File: config.mk
export PLATFORM = sky130hd
export DESIGN_NAME = strob_seq_flat
export DESIGN_NICKNAME = d
export VERILOG_FILES = /design/src/rtl/strob_seq_if.sv /design/src/rtl/strob_seq.sv /design/src/flat_wrapper.sv
export SDC_FILE = /design/constraint.sdc
export NUM_CORES = 1
export LEC_CHECK = 0
export BUFFER_PORTS_ARGS = -buffer_cell sky130_fd_sc_hd__clkbuf_2
export CAP_MARGIN = 20
export CORE_ASPECT_RATIO = 0.7
export CORE_MARGIN = 2
export CORE_UTILIZATION = 51
export DETAILED_ROUTE_END_ITERATION = 8
export MAX_ROUTING_LAYER = met4
export PLACE_DENSITY = 0.89
export SYNTH_ARGS = -nofsm -noshare
export SYNTH_HDL_FRONTEND = slang
export SYNTH_SLANG_ARGS = --single-unit
File: constraint.sdc
create_clock -name clk -period 1.8 [get_ports clk]
set_input_delay 0.18 -clock clk [delete_from_list [all_inputs] [get_ports clk]]
set_output_delay 0.18 -clock clk [all_outputs]
set_load 0.01 [all_outputs]
File: src/rtl/strob_seq_if.sv
// Handshake bundle between the cycle sequencer and the P-M microinstruction unit.
interface strob_seq_if;
  // Next-state enables and cycle control from P-M
  logic ep0, ek1, ek2, ep1, ep2, ep3, ep4, ep5;
  logic stp0;
  logic hold;
  // One-hot processor state and strobe phases to P-M
  logic k1, k2, p0, p1, p2, p3, p4, p5;
  logic strob1, strob2, got, idle;

  modport master (
    input  ep0, ek1, ek2, ep1, ep2, ep3, ep4, ep5, stp0, hold,
    output k1, k2, p0, p1, p2, p3, p4, p5, strob1, strob2, got, idle
  );

  modport slave (
    output ep0, ek1, ek2, ep1, ep2, ep3, ep4, ep5, stp0, hold,
    input  k1, k2, p0, p1, p2, p3, p4, p5, strob1, strob2, got, idle
  );
endinterface

File: src/rtl/strob_seq.sv
// Cycle sequencer: one-hot processor state plus STROB1 -> STROB2 -> GOT phase generator.
module strob_seq #(
  parameter int unsigned S1_LEN    = 2,
  parameter int unsigned S2_LEN    = 2,
  parameter logic [7:0]  LONG_MASK = 8'b0011_1011
) (
  input  logic       clk,
  input  logic       clm,
  strob_seq_if.master bus
);

  // State bit positions: [0]K1 [1]K2 [2]P0 [3]P1 [4]P2 [5]P3 [6]P4 [7]P5
  localparam logic [7:0] StP0 = 8'b0000_0100;
  localparam logic [3:0] S1Load = 4'(S1_LEN - 1);
  localparam logic [3:0] S2Load = 4'(S2_LEN - 1);

  typedef enum logic [1:0] {PhIdle, PhSt1, PhSt2, PhGot} phase_e;

  phase_e      phase_q, phase_d;
  logic [3:0]  cnt_q, cnt_d;
  logic [7:0]  state_q, state_d;
  logic [7:0]  nxt_state;
  logic        long_cycle;
  logic        strob1_q, strob2_q, got_q, idle_q;

  assign long_cycle = |(state_q & LONG_MASK);

  // Fixed-priority next-state selection: ep0 > ek1 > ek2 > ep1 > ... > ep5, default P0
  always_comb begin
    nxt_state = StP0;
    if      (bus.ep0) nxt_state = 8'b0000_0100;
    else if (bus.ek1) nxt_state = 8'b0000_0001;
    else if (bus.ek2) nxt_state = 8'b0000_0010;
    else if (bus.ep1) nxt_state = 8'b0000_1000;
    else if (bus.ep2) nxt_state = 8'b0001_0000;
    else if (bus.ep3) nxt_state = 8'b0010_0000;
    else if (bus.ep4) nxt_state = 8'b0100_0000;
    else if (bus.ep5) nxt_state = 8'b1000_0000;
  end

  // Phase FSM next-state; hold freezes counter, phase and state alike
  always_comb begin
    phase_d = phase_q;
    cnt_d   = cnt_q;
    state_d = state_q;
    if (!bus.hold) begin
      unique case (phase_q)
        PhIdle: begin
          if (bus.stp0) begin
            phase_d = PhSt1;
            cnt_d   = S1Load;
          end
        end
        PhSt1: begin
          if (cnt_q == 4'd0) begin
            if (long_cycle) begin
              phase_d = PhSt2;
              cnt_d   = S2Load;
            end else begin
              phase_d = PhGot;
            end
          end else begin
            cnt_d = cnt_q - 4'd1;
          end
        end
        PhSt2: begin
          if (cnt_q == 4'd0) phase_d = PhGot;
          else               cnt_d   = cnt_q - 4'd1;
        end
        PhGot: begin
          // State register only moves here, so P-M sees it stable for the whole cycle
          state_d = nxt_state;
          if (nxt_state == StP0 && !bus.stp0) begin
            phase_d = PhIdle;
            cnt_d   = 4'd0;
          end else begin
            phase_d = PhSt1;
            cnt_d   = S1Load;
          end
        end
        default: phase_d = PhIdle;
      endcase
    end
  end

  // State, phase and registered strobe decodes; clm aborts the cycle at once
  always_ff @(posedge clk or posedge clm) begin
    if (clm) begin
      phase_q  <= PhIdle;
      cnt_q    <= 4'd0;
      state_q  <= StP0;
      strob1_q <= 1'b0;
      strob2_q <= 1'b0;
      got_q    <= 1'b0;
      idle_q   <= 1'b1;
    end else begin
      phase_q  <= phase_d;
      cnt_q    <= cnt_d;
      state_q  <= state_d;
      strob1_q <= (phase_d == PhSt1);
      strob2_q <= (phase_d == PhSt2);
      got_q    <= (phase_d == PhGot);
      idle_q   <= (phase_d == PhIdle);
    end
  end

  assign bus.k1     = state_q[0];
  assign bus.k2     = state_q[1];
  assign bus.p0     = state_q[2];
  assign bus.p1     = state_q[3];
  assign bus.p2     = state_q[4];
  assign bus.p3     = state_q[5];
  assign bus.p4     = state_q[6];
  assign bus.p5     = state_q[7];
  assign bus.strob1 = strob1_q;
  assign bus.strob2 = strob2_q;
  assign bus.got    = got_q;
  assign bus.idle   = idle_q;

endmodule

File: src/flat_wrapper.sv
// flat-port wrapper written by rule: the top's interface ports become plain ports
module strob_seq_flat 
#(
  parameter int unsigned S1_LEN    = 2,
  parameter int unsigned S2_LEN    = 2,
  parameter logic [7:0]  LONG_MASK = 8'b0011_1011
)
  (clk, clm, bus_ep0, bus_ek1, bus_ek2, bus_ep1, bus_ep2, bus_ep3, bus_ep4, bus_ep5, bus_stp0, bus_hold, bus_k1, bus_k2, bus_p0, bus_p1, bus_p2, bus_p3, bus_p4, bus_p5, bus_strob1, bus_strob2, bus_got, bus_idle);
  strob_seq_if bus_i ();
  input  logic clk;
  input  logic clm;
  input wire logic [$bits(bus_i.ep0)-1:0] bus_ep0;
  input wire logic [$bits(bus_i.ek1)-1:0] bus_ek1;
  input wire logic [$bits(bus_i.ek2)-1:0] bus_ek2;
  input wire logic [$bits(bus_i.ep1)-1:0] bus_ep1;
  input wire logic [$bits(bus_i.ep2)-1:0] bus_ep2;
  input wire logic [$bits(bus_i.ep3)-1:0] bus_ep3;
  input wire logic [$bits(bus_i.ep4)-1:0] bus_ep4;
  input wire logic [$bits(bus_i.ep5)-1:0] bus_ep5;
  input wire logic [$bits(bus_i.stp0)-1:0] bus_stp0;
  input wire logic [$bits(bus_i.hold)-1:0] bus_hold;
  output wire logic [$bits(bus_i.k1)-1:0] bus_k1;
  output wire logic [$bits(bus_i.k2)-1:0] bus_k2;
  output wire logic [$bits(bus_i.p0)-1:0] bus_p0;
  output wire logic [$bits(bus_i.p1)-1:0] bus_p1;
  output wire logic [$bits(bus_i.p2)-1:0] bus_p2;
  output wire logic [$bits(bus_i.p3)-1:0] bus_p3;
  output wire logic [$bits(bus_i.p4)-1:0] bus_p4;
  output wire logic [$bits(bus_i.p5)-1:0] bus_p5;
  output wire logic [$bits(bus_i.strob1)-1:0] bus_strob1;
  output wire logic [$bits(bus_i.strob2)-1:0] bus_strob2;
  output wire logic [$bits(bus_i.got)-1:0] bus_got;
  output wire logic [$bits(bus_i.idle)-1:0] bus_idle;
  assign bus_i.ep0 = bus_ep0;
  assign bus_i.ek1 = bus_ek1;
  assign bus_i.ek2 = bus_ek2;
  assign bus_i.ep1 = bus_ep1;
  assign bus_i.ep2 = bus_ep2;
  assign bus_i.ep3 = bus_ep3;
  assign bus_i.ep4 = bus_ep4;
  assign bus_i.ep5 = bus_ep5;
  assign bus_i.stp0 = bus_stp0;
  assign bus_i.hold = bus_hold;
  assign bus_k1 = bus_i.k1;
  assign bus_k2 = bus_i.k2;
  assign bus_p0 = bus_i.p0;
  assign bus_p1 = bus_i.p1;
  assign bus_p2 = bus_i.p2;
  assign bus_p3 = bus_i.p3;
  assign bus_p4 = bus_i.p4;
  assign bus_p5 = bus_i.p5;
  assign bus_strob1 = bus_i.strob1;
  assign bus_strob2 = bus_i.strob2;
  assign bus_got = bus_i.got;
  assign bus_idle = bus_i.idle;
  strob_seq #(.S1_LEN(S1_LEN), .S2_LEN(S2_LEN), .LONG_MASK(LONG_MASK)) u_core (.clk(clk), .clm(clm), .bus(bus_i));
endmodule
==> results.json <==
{
  "timing.final.hold_violations": 0,
  "worstSetupStartpoint": "u_core.cnt_q[0]",
  "groute.usage.overall_pct": 19.5,
  "syn_nets": 106,
  "skew_ns": 0.00457,
  "num_antenna_cells": 0,
  "overflow": 0,
  "ys_seq_elements": 18,
  "cp.arrival_ns": 1.96,
  "grtUsageMet2_pct": 30.3,
  "crit_end": "u_core.cnt_q[1]",
  "cts.reportedPaths.clkPinSlew_ns": 0.11,
  "reg2reg_depth": 6,
  "drt.antenna.violating_nets": 0,
  "p_per_area_nw_per_um2": 1540,
  "viasPerCell": 5.64,
  "worstHoldPathType": "in -> reg",
  "hpwlAfterDp_um": 1530,
  "coreArea_um2": 1820,
  "power.ir.vdd_worst_mv": 1.16,
  "groute.layer.met3.usage_pct": 5.81,
  "die_height_um": 40.5,
  "fin_tns_setup_ns": 0,
  "drt_pre_antenna_iters": 4,
  "reg2reg_slack_ns": 0.04,
  "final_critical_path_setup_slack_ns": 0.0365,
  "syn_area_per_cell_um2": 10.6,
  "most_frequent_cells_in_the_layout": "sky130_fd_sc_hd__clkbuf_2 (23), sky130_fd_sc_hd__dfrtp_1 (16), sky130_fd_sc_hd__nand2_1 (9)",
  "final_net_count": 134,
  "crit_path_start_kind": "flop",
  "floorplan.initialDensity_pct": 53.4,
  "design.die.area_um2": 2280,
  "clk_path_buf_depth": 2,
  "p_leak_uw": 0.000568,
  "wire_per_inst_um": 14.5,
  "yosysTopAreaCell": "sky130_fd_sc_hd__dfrtp_1",
  "synth.yosys.seq_area_share_pct": 46.6,
  "dieWidth_um": 56.2,
  "top_usage_layer": "met2",
  "fin_util_pct": 63.3,
  "critical_path_sink_type": "flop",
  "finalCritPeriodShare_pct": 98.0,
  "syn-cell-area_um2": 972,
  "num_vias": 795,
  "synthFlopType": "sky130_fd_sc_hd__dfrtp_1",
  "synth_edf_count": 0,
  "number_of_standard_cell_rows_in_the_floorplan": 13,
  "ctsHtreeMaxLevel": 1,
  "most_common_library_cell_in_the_layout_ignoring_fill_and_taps": "sky130_fd_sc_hd__clkbuf_2",
  "final_period_minus_worst_setup_slack_ns": 1.76,
  "synth.top_cell.area_share_pct": 41.2,
  "yosysWarningCount": 0,
  "drc_errors": 0,
  "post_synth_main_area_contributors": "sky130_fd_sc_hd__dfrtp_1 (41%), sky130_fd_sc_hd__dfstp_2 (5.4%), sky130_fd_sc_hd__o21ai_0 (3.6%), sky130_fd_sc_hd__nand2_1 (3.5%), sky130_fd_sc_hd__nor2_1 (2.7%)",
  "synth_cell_types": 38,
  "outcome": "complete, no violations",
  "syn2layout_area_growth_pct": 18.7,
  "worst_skew_pair.late_latency_ns": 0.30,
  "tritoncts": "built",
  "relSlewSlack_pct": 53.6,
  "total_clock_buffers_created_by_cts": 3,
  "portBuffers": 23,
  "io-pin-count": 24,
  "postRouteWirelength_um": 2040,
  "grt_first_pass_wirelength_um": 3140,
  "required_ns": 2.00,
  "grt.met1_usage_pct": 24.9,
  "iteration_0_drc_count_of_the_detailed_router": 27,
  "maxCapViolations": 0,
  "clock_sinks": 18,
  "placement.setup.worst_slack_ns": 0.0223,
  "cp_max_fo": 5,
  "layout-drive-gt1-share_pct": 36.1,
  "timing.fmax_mhz": 567,
  "syn-instance-count": 92,
  "ys_async_sr_fraction_pct": 100,
  "grt_pass1_vias": 694,
  "antenna_found_initial": 0,
  "pin_count_of_the_biggest_net_entering_global_routing": 19,
  "final_max_slew_viol_count": 0,
  "r2r-start": "u_core.cnt_q[0]",
  "setup_viol_count_final": 0,
  "worstMarginPinSlew_ns": 0.695,
  "gp_congestion": 0.898,
  "clk_root_buffer_cell": "sky130_fd_sc_hd__clkbuf_4",
  "crit_type": "reg -> reg",
  "r2r_end": "u_core.cnt_q[1]"
}
==> synth_stat cells (all sizes together) (3+ instances only) <==
cell type  number
a21oi           3
buf             3
dfrtp          16
inv             6
nand2          10
nor2            7
nor3            5
o21ai           7
==> area by class of cell <==
cell class                      count  area, µm²
Clock buffer                        4       36.3
Timing Repair Buffer               26        140
Sequential cell                    18        453
Fill cell                         143        668
Inverter                            6       22.5
Multi-Input combinational cell     65        474
Tap cell                           22       27.5
==> metrics by stage <==
step                      instances  power [µW]  hold slack (ns)  area [µm²]
after floorplan                  92        1280            0.117         972
after global placement          134        1430            0.282        1090
after detailed placement        134        1480            0.296        1090
after CTS                       139        1730            0.133        1130
after global routing            141        1900            0.142        1150
final                           141        1780            0.132        1150
==> worst max-delay path, cell delays in order (launching register included) <==
cell and delay [ns]:
sky130_fd_sc_hd__dfrtp_1 0.41, sky130_fd_sc_hd__inv_1 0.08, sky130_fd_sc_hd__ha_1 0.22, sky130_fd_sc_hd__nor3b_4 0.18
sky130_fd_sc_hd__a211oi_2 0.22, sky130_fd_sc_hd__a21boi_2 0.23, sky130_fd_sc_hd__mux2_4 0.31
==> state kept, by name, indices dropped and copies added (netlist names) <==
| name | count |
|---|---|
| u_core.bus.strob2 | 1 |
| u_core.phase_q | 2 |
| u_core.bus.idle | 1 |
| u_core.cnt_q | 4 |
| u_core.bus.got | 1 |
| u_core.state_q | 8 |
| u_core.bus.strob1 | 1 |
==> how the worst min path moves through the flow <==
stage | from | depth (start not counted) | slack (ns) | to
global route | bus_ek2 | 3 | 0.14 | u_core.state_q[1]
global placement | clm | 2 | 0.28 | u_core.state_q[7]
floorplan | clm | 1 | 0.12 | u_core.bus.got
detailed placement | clm | 2 | 0.30 | u_core.state_q[6]
finish | bus_ek2 | 3 | 0.13 | u_core.state_q[1]
CTS | bus_ek2 | 3 | 0.13 | u_core.state_q[1]
==> repair_timing <==
action | in CTS | in global routing
setup endpoints to repair | 0 | 4
gates resized for setup | 0 | 1
buffers inserted | 0 | 2
hold buffers | 1 | 0
endpoints found under the hold margin | 16 | 0
==> layer usage <==
metal  part of all wire [%]  up-vias
met5                      0        -
met4                    1.5        0
met3                    5.5        4
met2                     48       28
met1                     45      383
li1                       -      380
==> cell families after synthesis <==
group                    Yosys count  synth area share [%]
AND/OR/NAND/NOR                   37                  23.0
AO/OA/AOI/OAI                     23                  17.6
flip-flops                        18                  46.6
buffers and inverters              9                  5.15
multiplexers                       3                  5.02
adder cells (fa/ha/maj)            2                  2.57
==> report_power, final <==
| group | switching [µW] | total [µW] | internal, µW |
|---|---|---|---|
| combinational | 428 | 832 | 404 |
| sequential | 139 | 694 | 555 |
| clock | 131 | 254 | 123 |
Power figures use the tool's default switching activity.
